===== config.mk =====
export PLATFORM = sky130hd
export DESIGN_NAME = fifo_tx_controller
export DESIGN_NICKNAME = d
export VERILOG_FILES = /design/src/rtl/fifo_tx_controller.sv
export SDC_FILE = /design/constraint.sdc
export NUM_CORES = 1
export LEC_CHECK = 0
export CAP_MARGIN = 5
export CORE_MARGIN = 1.5
export CORE_UTILIZATION = 45
export CTS_CLUSTER_SIZE = 8
export DETAILED_ROUTE_END_ITERATION = 12
export GPL_ROUTABILITY_DRIVEN = 0
export HOLD_SLACK_MARGIN = 0.15
export PLACE_DENSITY_LB_ADDON = 0.3
export SETUP_SLACK_MARGIN = 0.5
export SLEW_MARGIN = 10
export SYNTH_ARGS = -nofsm -noshare
export SYNTH_HDL_FRONTEND = slang
export SYNTH_SLANG_ARGS = --single-unit

===== constraint.sdc =====
create_clock -name clk -period 2.8 [get_ports clk]
set_clock_uncertainty 0.05 [all_clocks]
set_input_delay 0.84 -clock clk [delete_from_list [all_inputs] [get_ports clk]]
set_output_delay 0.84 -clock clk [all_outputs]
set_load 0.02 [all_outputs]

===== src/rtl/fifo_tx_controller.sv =====
`default_nettype none
// +--------------------------------------------------------------------------+
// | fifo_tx_controller: gates IFFT samples into a TX FIFO and drains them    |
// | frame-by-frame to the transmitter.                 Revision: 1.0         |
// +--------------------------------------------------------------------------+
module fifo_tx_controller #(
  parameter int FRAME_LEN = 1024
) (
  input  logic clk,
  input  logic reset,
  input  logic ifft_valid_i,
  input  logic ifft_last_i,
  output logic ifft_ready_o,
  output logic fifo_wr_en_o,
  output logic fifo_rd_en_o,
  input  logic tx_ready_i,
  output logic tx_valid_o,
  output logic tx_last_o,
  output logic frame_done_o,
  output logic frame_err_o
);

  localparam logic [10:0] C_LEN      = 11'(FRAME_LEN);
  localparam logic [10:0] C_LAST_IDX = 11'(FRAME_LEN - 1);

  typedef enum logic [1:0] {
    ST_FILL  = 2'd0,
    ST_DRAIN = 2'd1,
    ST_FLUSH = 2'd2
  } state_e;

  state_e      state_q, state_d;
  logic [10:0] wr_cnt_q, wr_cnt_d;
  logic [10:0] rd_cnt_q, rd_cnt_d;
  logic        tx_valid_q, tx_valid_d;
  logic        tx_last_q, tx_last_d;
  logic        err_q, err_d;
  logic        w_ready, w_wr_en, w_rd_en, w_done;

  always_ff @(posedge clk) begin
    if (reset) begin
      state_q    <= ST_FILL;
      wr_cnt_q   <= '0;
      rd_cnt_q   <= '0;
      tx_valid_q <= 1'b0;
      tx_last_q  <= 1'b0;
      err_q      <= 1'b0;
    end else begin
      state_q    <= state_d;
      wr_cnt_q   <= wr_cnt_d;
      rd_cnt_q   <= rd_cnt_d;
      tx_valid_q <= tx_valid_d;
      tx_last_q  <= tx_last_d;
      err_q      <= err_d;
    end
  end

  always_comb begin
    state_d    = state_q;
    wr_cnt_d   = wr_cnt_q;
    rd_cnt_d   = rd_cnt_q;
    err_d      = err_q;
    tx_last_d  = 1'b0;
    w_ready    = 1'b0;
    w_wr_en    = 1'b0;
    w_rd_en    = 1'b0;
    w_done     = 1'b0;
    case (state_q)
      ST_FILL: begin
        w_ready = ~reset;
        w_wr_en = ifft_valid_i & w_ready;
        if (w_wr_en) begin
          wr_cnt_d = wr_cnt_q + 11'd1;
          // ifft_last must mark exactly the final write; only the count ends a frame
          if (ifft_last_i != (wr_cnt_q == C_LAST_IDX)) err_d = 1'b1;
          if (wr_cnt_q == C_LAST_IDX) state_d = ST_DRAIN;
        end
      end
      ST_DRAIN: begin
        w_rd_en = tx_ready_i & (rd_cnt_q < C_LEN) & ~reset;
        if (w_rd_en) begin
          rd_cnt_d  = rd_cnt_q + 11'd1;
          tx_last_d = (rd_cnt_q == C_LAST_IDX);
          if (rd_cnt_q == C_LAST_IDX) state_d = ST_FLUSH;
        end
      end
      ST_FLUSH: begin
        w_done   = ~reset;
        state_d  = ST_FILL;
        wr_cnt_d = '0;
        rd_cnt_d = '0;
      end
      default: state_d = ST_FILL;
    endcase
    tx_valid_d = w_rd_en;
  end

  // Registered outputs are masked so every output reads zero throughout reset
  assign ifft_ready_o = w_ready;
  assign fifo_wr_en_o = w_wr_en;
  assign fifo_rd_en_o = w_rd_en;
  assign tx_valid_o   = tx_valid_q & ~reset;
  assign tx_last_o    = tx_last_q & ~reset;
  assign frame_done_o = w_done;
  assign frame_err_o  = err_q & ~reset;

endmodule
`default_nettype wire

After elaboration in Yosys (flattened, before gate mapping):

Cells that the tools add are included.

* output and inout port bits: 7
* word-level logic and storage cells: 48
* input bits: 5
* bits in registers: 27

* $add $sub $neg: 2
* equal/unequal tests: 9
* mux-type cells: 13
* order comparisons: 1
* bitwise logic cells: 9
* reductions and logical operators: 8

Operators with widths (number)
* 11-bit one-hot mux with 2 select lines: 2
* 11-bit by 1-bit adder with 11-bit output (second input constant): 2
* 11-bit by 10-bit equality test with 1-bit output (second input constant): 2
* 11-bit 2-to-1 mux: 2
* 11-bit < comparator (second input constant): 1
* 2-bit 2-to-1 mux: 4
* 2-bit != test (second input constant): 4
* 1-bit bitwise AND: 6
* 1-bit 2-to-1 mux: 4
* 2-bit one-hot mux with 2 select lines: 1
* 2-bit AND reduction: 2
* 4-bit AND reduction: 1
* 2-bit nonzero test: 2
* 1-bit NOT: 3
* 3-bit AND reduction: 1
* 3-bit OR reduction: 1
* 2-bit by 1-bit equality test with 1-bit output (second input constant): 1
* 2-bit equality test (second input constant): 1
* 2-bit zero test: 1
* 1-bit != test: 1

Depth between registers and ports, before layout:

* depth in word-level cells: 5
* depth in mapped cells: 6
* mapped depth without buffers: 5

Worst setup path before layout:

OpenSTA, ideal clock, no wires.

* kind: input to output
* start: input port reset
* end: output port fifo_rd_en_o
* cell stages on the path: 4
* setup slack: 255 ps
* required time: 1910 ps
* arrival: 1655 ps
* cells stage by stage: buf_6 > nor4b_4 > nand2_1 > inv_1

* cells in the longest elaborated chain, start to end: 3

Ends and longest elaborated chain
* start, declared: RTL line 10 `input logic reset,`
* 1-bit NOT: RTL line 80 `w_rd_en = tx_ready_i & (rd_cnt_q < C_LEN) & ~reset;`
* 1-bit bitwise AND: RTL line 80
* 1-bit 2-to-1 mux: RTL line 68 `case (state_q)`
* end, declared: RTL line 15 `output logic fifo_rd_en_o,`

No other way between the ends.

Worst setup path in the final report:

* start: input port reset
* end: output port fifo_wr_en_o

* cells in the longest elaborated chain, start to end: 3

Ends and longest elaborated chain
* 1-bit NOT: RTL line 70 `w_ready = ~reset;`
* 1-bit bitwise AND: RTL line 71 `w_wr_en = ifft_valid_i & w_ready;`
* 1-bit 2-to-1 mux: RTL line 68
* end, declared: RTL line 14 `output logic fifo_wr_en_o,`

No other way between the ends.

==> impl_metrics.py <==
metrics = {
    "outcome": {
        "outcome": "completed",
    },
    "routing": {
        "drc": 0,
        "wire_per_inst_um": 13.77,
        "antenna_violating_nets_post_route": 0,
        "avgViaCountPerCell": 5.833,
        "detail_route.wirelength_um": 2726,
        "dr.pass1.iters": 4,
        "num_vias": 1155,
        "drt-initial-drc-count": 36,
    },
    "synthesis": {
        "syn_avg_cell_area_sq_um": 8.987,
        "synth-seq-cells": 27,
        "synth_enable_flop_cells": 0,
        "postSynth.topFlopCell": "sky130_fd_sc_hd__dfxtp_1",
        "seq_area_frac_synth_pct": 42.35,
        "count_of_distinct_cell_types_in_the_synthesized_netlist": 35,
        "most_used_standard_cells_in_the_synthesized_netlist": "sky130_fd_sc_hd__dfxtp_1, sky130_fd_sc_hd__nand3_1, sky130_fd_sc_hd__nor2_1, sky130_fd_sc_hd__nand2_1, sky130_fd_sc_hd__o31ai_1",
        "ys.warnings.count": 0,
        "synth-compound-area-share_pct": 16.08,
        "synth_top_family_by_area": "simple AND/OR/NAND/NOR gates",
        "yosys.area_share.xor_xnor_pct": 4.118,
        "async_flop_share_pct": 0,
        "synth_adder_area_share_pct": 1.961,
        "post_synth_and_or_nand_nor_area_fraction_pct": 29.51,
        "synthesis.area_sq_um": 1276,
        "synthesized_net_count": 149,
        "synth_top_area_cell": "sky130_fd_sc_hd__dfxtp_1",
        "synth_most_common_cell": "sky130_fd_sc_hd__dfxtp_1",
        "synth_top_area_share_pct": 42.35,
        "synth.mux.area_fraction_pct": 2.451,
        "synth_cells": 142,
        "synth.top_cells.by_area": "sky130_fd_sc_hd__dfxtp_1, sky130_fd_sc_hd__nand3_1, sky130_fd_sc_hd__o31ai_1",
    },
    "final_layout": {
        "area_used_by_multi_input_combinational_logic_sq_um": 732.0,
        "ff_latch_area_sq_um": 543.0,
        "nFillCells": 238,
        "design.final.nets": 175,
        "layout.core_utilization_pct": 58.17,
        "synthToLayoutAreaGrowth_pct": 24.61,
        "antenna_cells_inserted": 0,
        "drive_above_1_share_pct": 23.95,
        "non_filler_cell_area_final_sq_um": 1590,
    },
    "clock_network": {
        "clock_tree.root_cell": "sky130_fd_sc_hd__clkbuf_4",
        "clkTransAtPathRegs_ns": 0.13,
        "cts_tree": "done",
        "ctsLongestPathBuffers": 2,
        "htree_levels": 1,
        "worst_skew_pair.late_latency_ns": 0.31,
        "cts_buffers": 3,
        "tritoncts_num_sinks": 27,
    },
    "floorplanning": {
        "die-height_um": 56.26,
        "row_count": 19,
        "initial_utilization_pct": 46.68,
        "fp.dieArea_sq_um": 3165,
        "placeableCoreArea_sq_um": 2734,
        "pin_count": 12,
        "chipWidth_um": 56.26,
    },
    "critical_path": {
        "critPathArrivalTime_ns": 1.47,
        "critPathMaxFanout": 5,
        "worst-setup-path-type": "in2out",
        "r2r_start": "state_q[1]",
        "timing.critical_path.required_ns": 1.91,
        "rr_worst_depth": 6,
        "setup.worst_path.start_class": "input pin",
        "crit_path_start": "reset",
        "worstSetupEndpointType": "output pin",
    },
    "timing": {
        "finalSetupViolations": 0,
        "fin_max_slew_vios": 0,
        "setup_repair_after_global_routing_missed_its_margin": "yes",
        "final-hold-violation-count": 0,
        "post-route-period-util_pct": 84.44,
        "timing.max_slew.rel_slack_pct": 62.70,
        "final.hold.worst_slack_ns": 0.4364,
        "achievable_clock_frequency_mhz": 423.0,
        "worstMarginPinSlew_ns": 0.5544,
        "final_period_demand_of_the_worst_path_ns": 2.364,
    },
    "global_route": {
        "grt_max_degree": 15,
        "grt_overflow_total": 0,
        "grt.total_usage_pct": 18.32,
        "grt_antenna_before_repair": 0,
        "first_pass_grt_wire_length_um": 4567,
        "first_global_vias": 1072,
    },
    "placement": {
        "hpwlAfterDp_um": 1990,
        "postPlaceCellArea_sq_um": 1504,
        "port_buffers": 11,
    },
    "worst_hold_path": {
        "worstHoldStart": "wr_cnt_q[10]",
        "hold_depth": 1,
        "worstHoldPathType": "reg2reg",
    },
    "pwr": {
        "ir_worst_vdd_mv": 0.3664,
        "power.static_leakage_nw": 0.6151,
        "cellPowerDensity_nw_per_um2": 384.1,
    },
    "job": {
        "max-cap-violations": 0,
    },
}
[worst paths after layout]
check | to | slack, ns
max | fifo_wr_en_o | 0.44
min reg2reg | wr_cnt_q[10] | 0.44
max reg2reg | rd_cnt_q[9] | 0.89
min | wr_cnt_q[10] | 0.44
[layer usage]
metal | track usage (%) | vias to the layer above | routed length [um]
li1 | - | 572 | -
met1 | 22.66 | 554 | 1206
met2 | 30.08 | 25 | 1394
met3 | 2.765 | 4 | 99
met4 | 10.88 | 0 | 26
met5 | 0 | - | 0
[registers in the layout (all words and copies together) (netlist names)]
register    flops
wr_cnt_q       11
state_q         2
tx_last_q       1
err_q           1
rd_cnt_q       11
tx_valid_q      1
[per-stage QoR]
step | cells | TNS, ns | total power, mW | setup WS (ns)
2_1_floorplan | 142 | 0 | 0.4263 | 0.2732
3_3_place_gp | 191 | -3.409 | 0.4500 | -0.5228
3_5_place_dp | 191 | -3.489 | 0.4508 | -0.5334
4_1_cts | 197 | 0 | 0.6200 | 0.4280
5_1_grt | 198 | 0 | 0.6429 | 0.3905
6_report | 198 | 0 | 0.6109 | 0.4357
[power by group]
part | switching [mW] | internal, mW
Sequential | 0.00296 | 0.387
Clock | 0.106 | 0.0556
Combinational | 0.0279 | 0.0304
Total | 0.137 | 0.474
[cell families (layout without fill, tap and decap cells)]
logic type | Yosys count | after routing
multiplexers | 3 | 3
XOR/XNOR | 6 | 6
buffers and inverters | 10 | 35
AND/OR/NAND/NOR | 64 | 64
adder cells (fa/ha/maj) | 2 | 2
flip-flops | 27 | 27
AO/OA/AOI/OAI | 30 | 30
[timing repair]
action | 4_1_cts | 5_1_grt
pin swaps | 2 | 0
hold buffers | 0 | 0
resized for setup | 61 | 3
buffers inserted | 2 | 1
endpoints found under the setup margin | 10 | 6
[worst max-delay path, cell delays in order]
cell and delay (ns):
sky130_fd_sc_hd__buf_8 0.10, sky130_fd_sc_hd__buf_6 0.13, sky130_fd_sc_hd__nor4b_4 0.22, sky130_fd_sc_hd__buf_4 0.18
[cell usage in the layout (no fill, tap or decap), types with 3 or more instances in the layout]
master	netlist	final
sky130_fd_sc_hd__nand3_1	14	14
sky130_fd_sc_hd__dfxtp_1	27	25
sky130_fd_sc_hd__nand2b_1	3	3
sky130_fd_sc_hd__and3_1	3	3
sky130_fd_sc_hd__buf_6	1	5
sky130_fd_sc_hd__nor2b_1	6	3
sky130_fd_sc_hd__inv_1	5	4
sky130_fd_sc_hd__xor2_1	5	5
sky130_fd_sc_hd__buf_4	0	16
sky130_fd_sc_hd__nand2_1	9	8
sky130_fd_sc_hd__o31ai_1	7	7
sky130_fd_sc_hd__nand4_1	5	5
sky130_fd_sc_hd__a21oi_1	6	6
sky130_fd_sc_hd__o211ai_1	5	5
sky130_fd_sc_hd__o21ai_0	4	4
sky130_fd_sc_hd__clkbuf_4	0	3
sky130_fd_sc_hd__nor2_1	12	11
[cell type report]
cell class,instances,area share [%]
inverter,5,1.180
sequential,27,34.15
clock buffer,4,1.652
multi-input combinational,105,46.03
timing repair buffer,26,14.56
tap,31,2.439
Note: power is estimated with default switching activity, not from simulation.
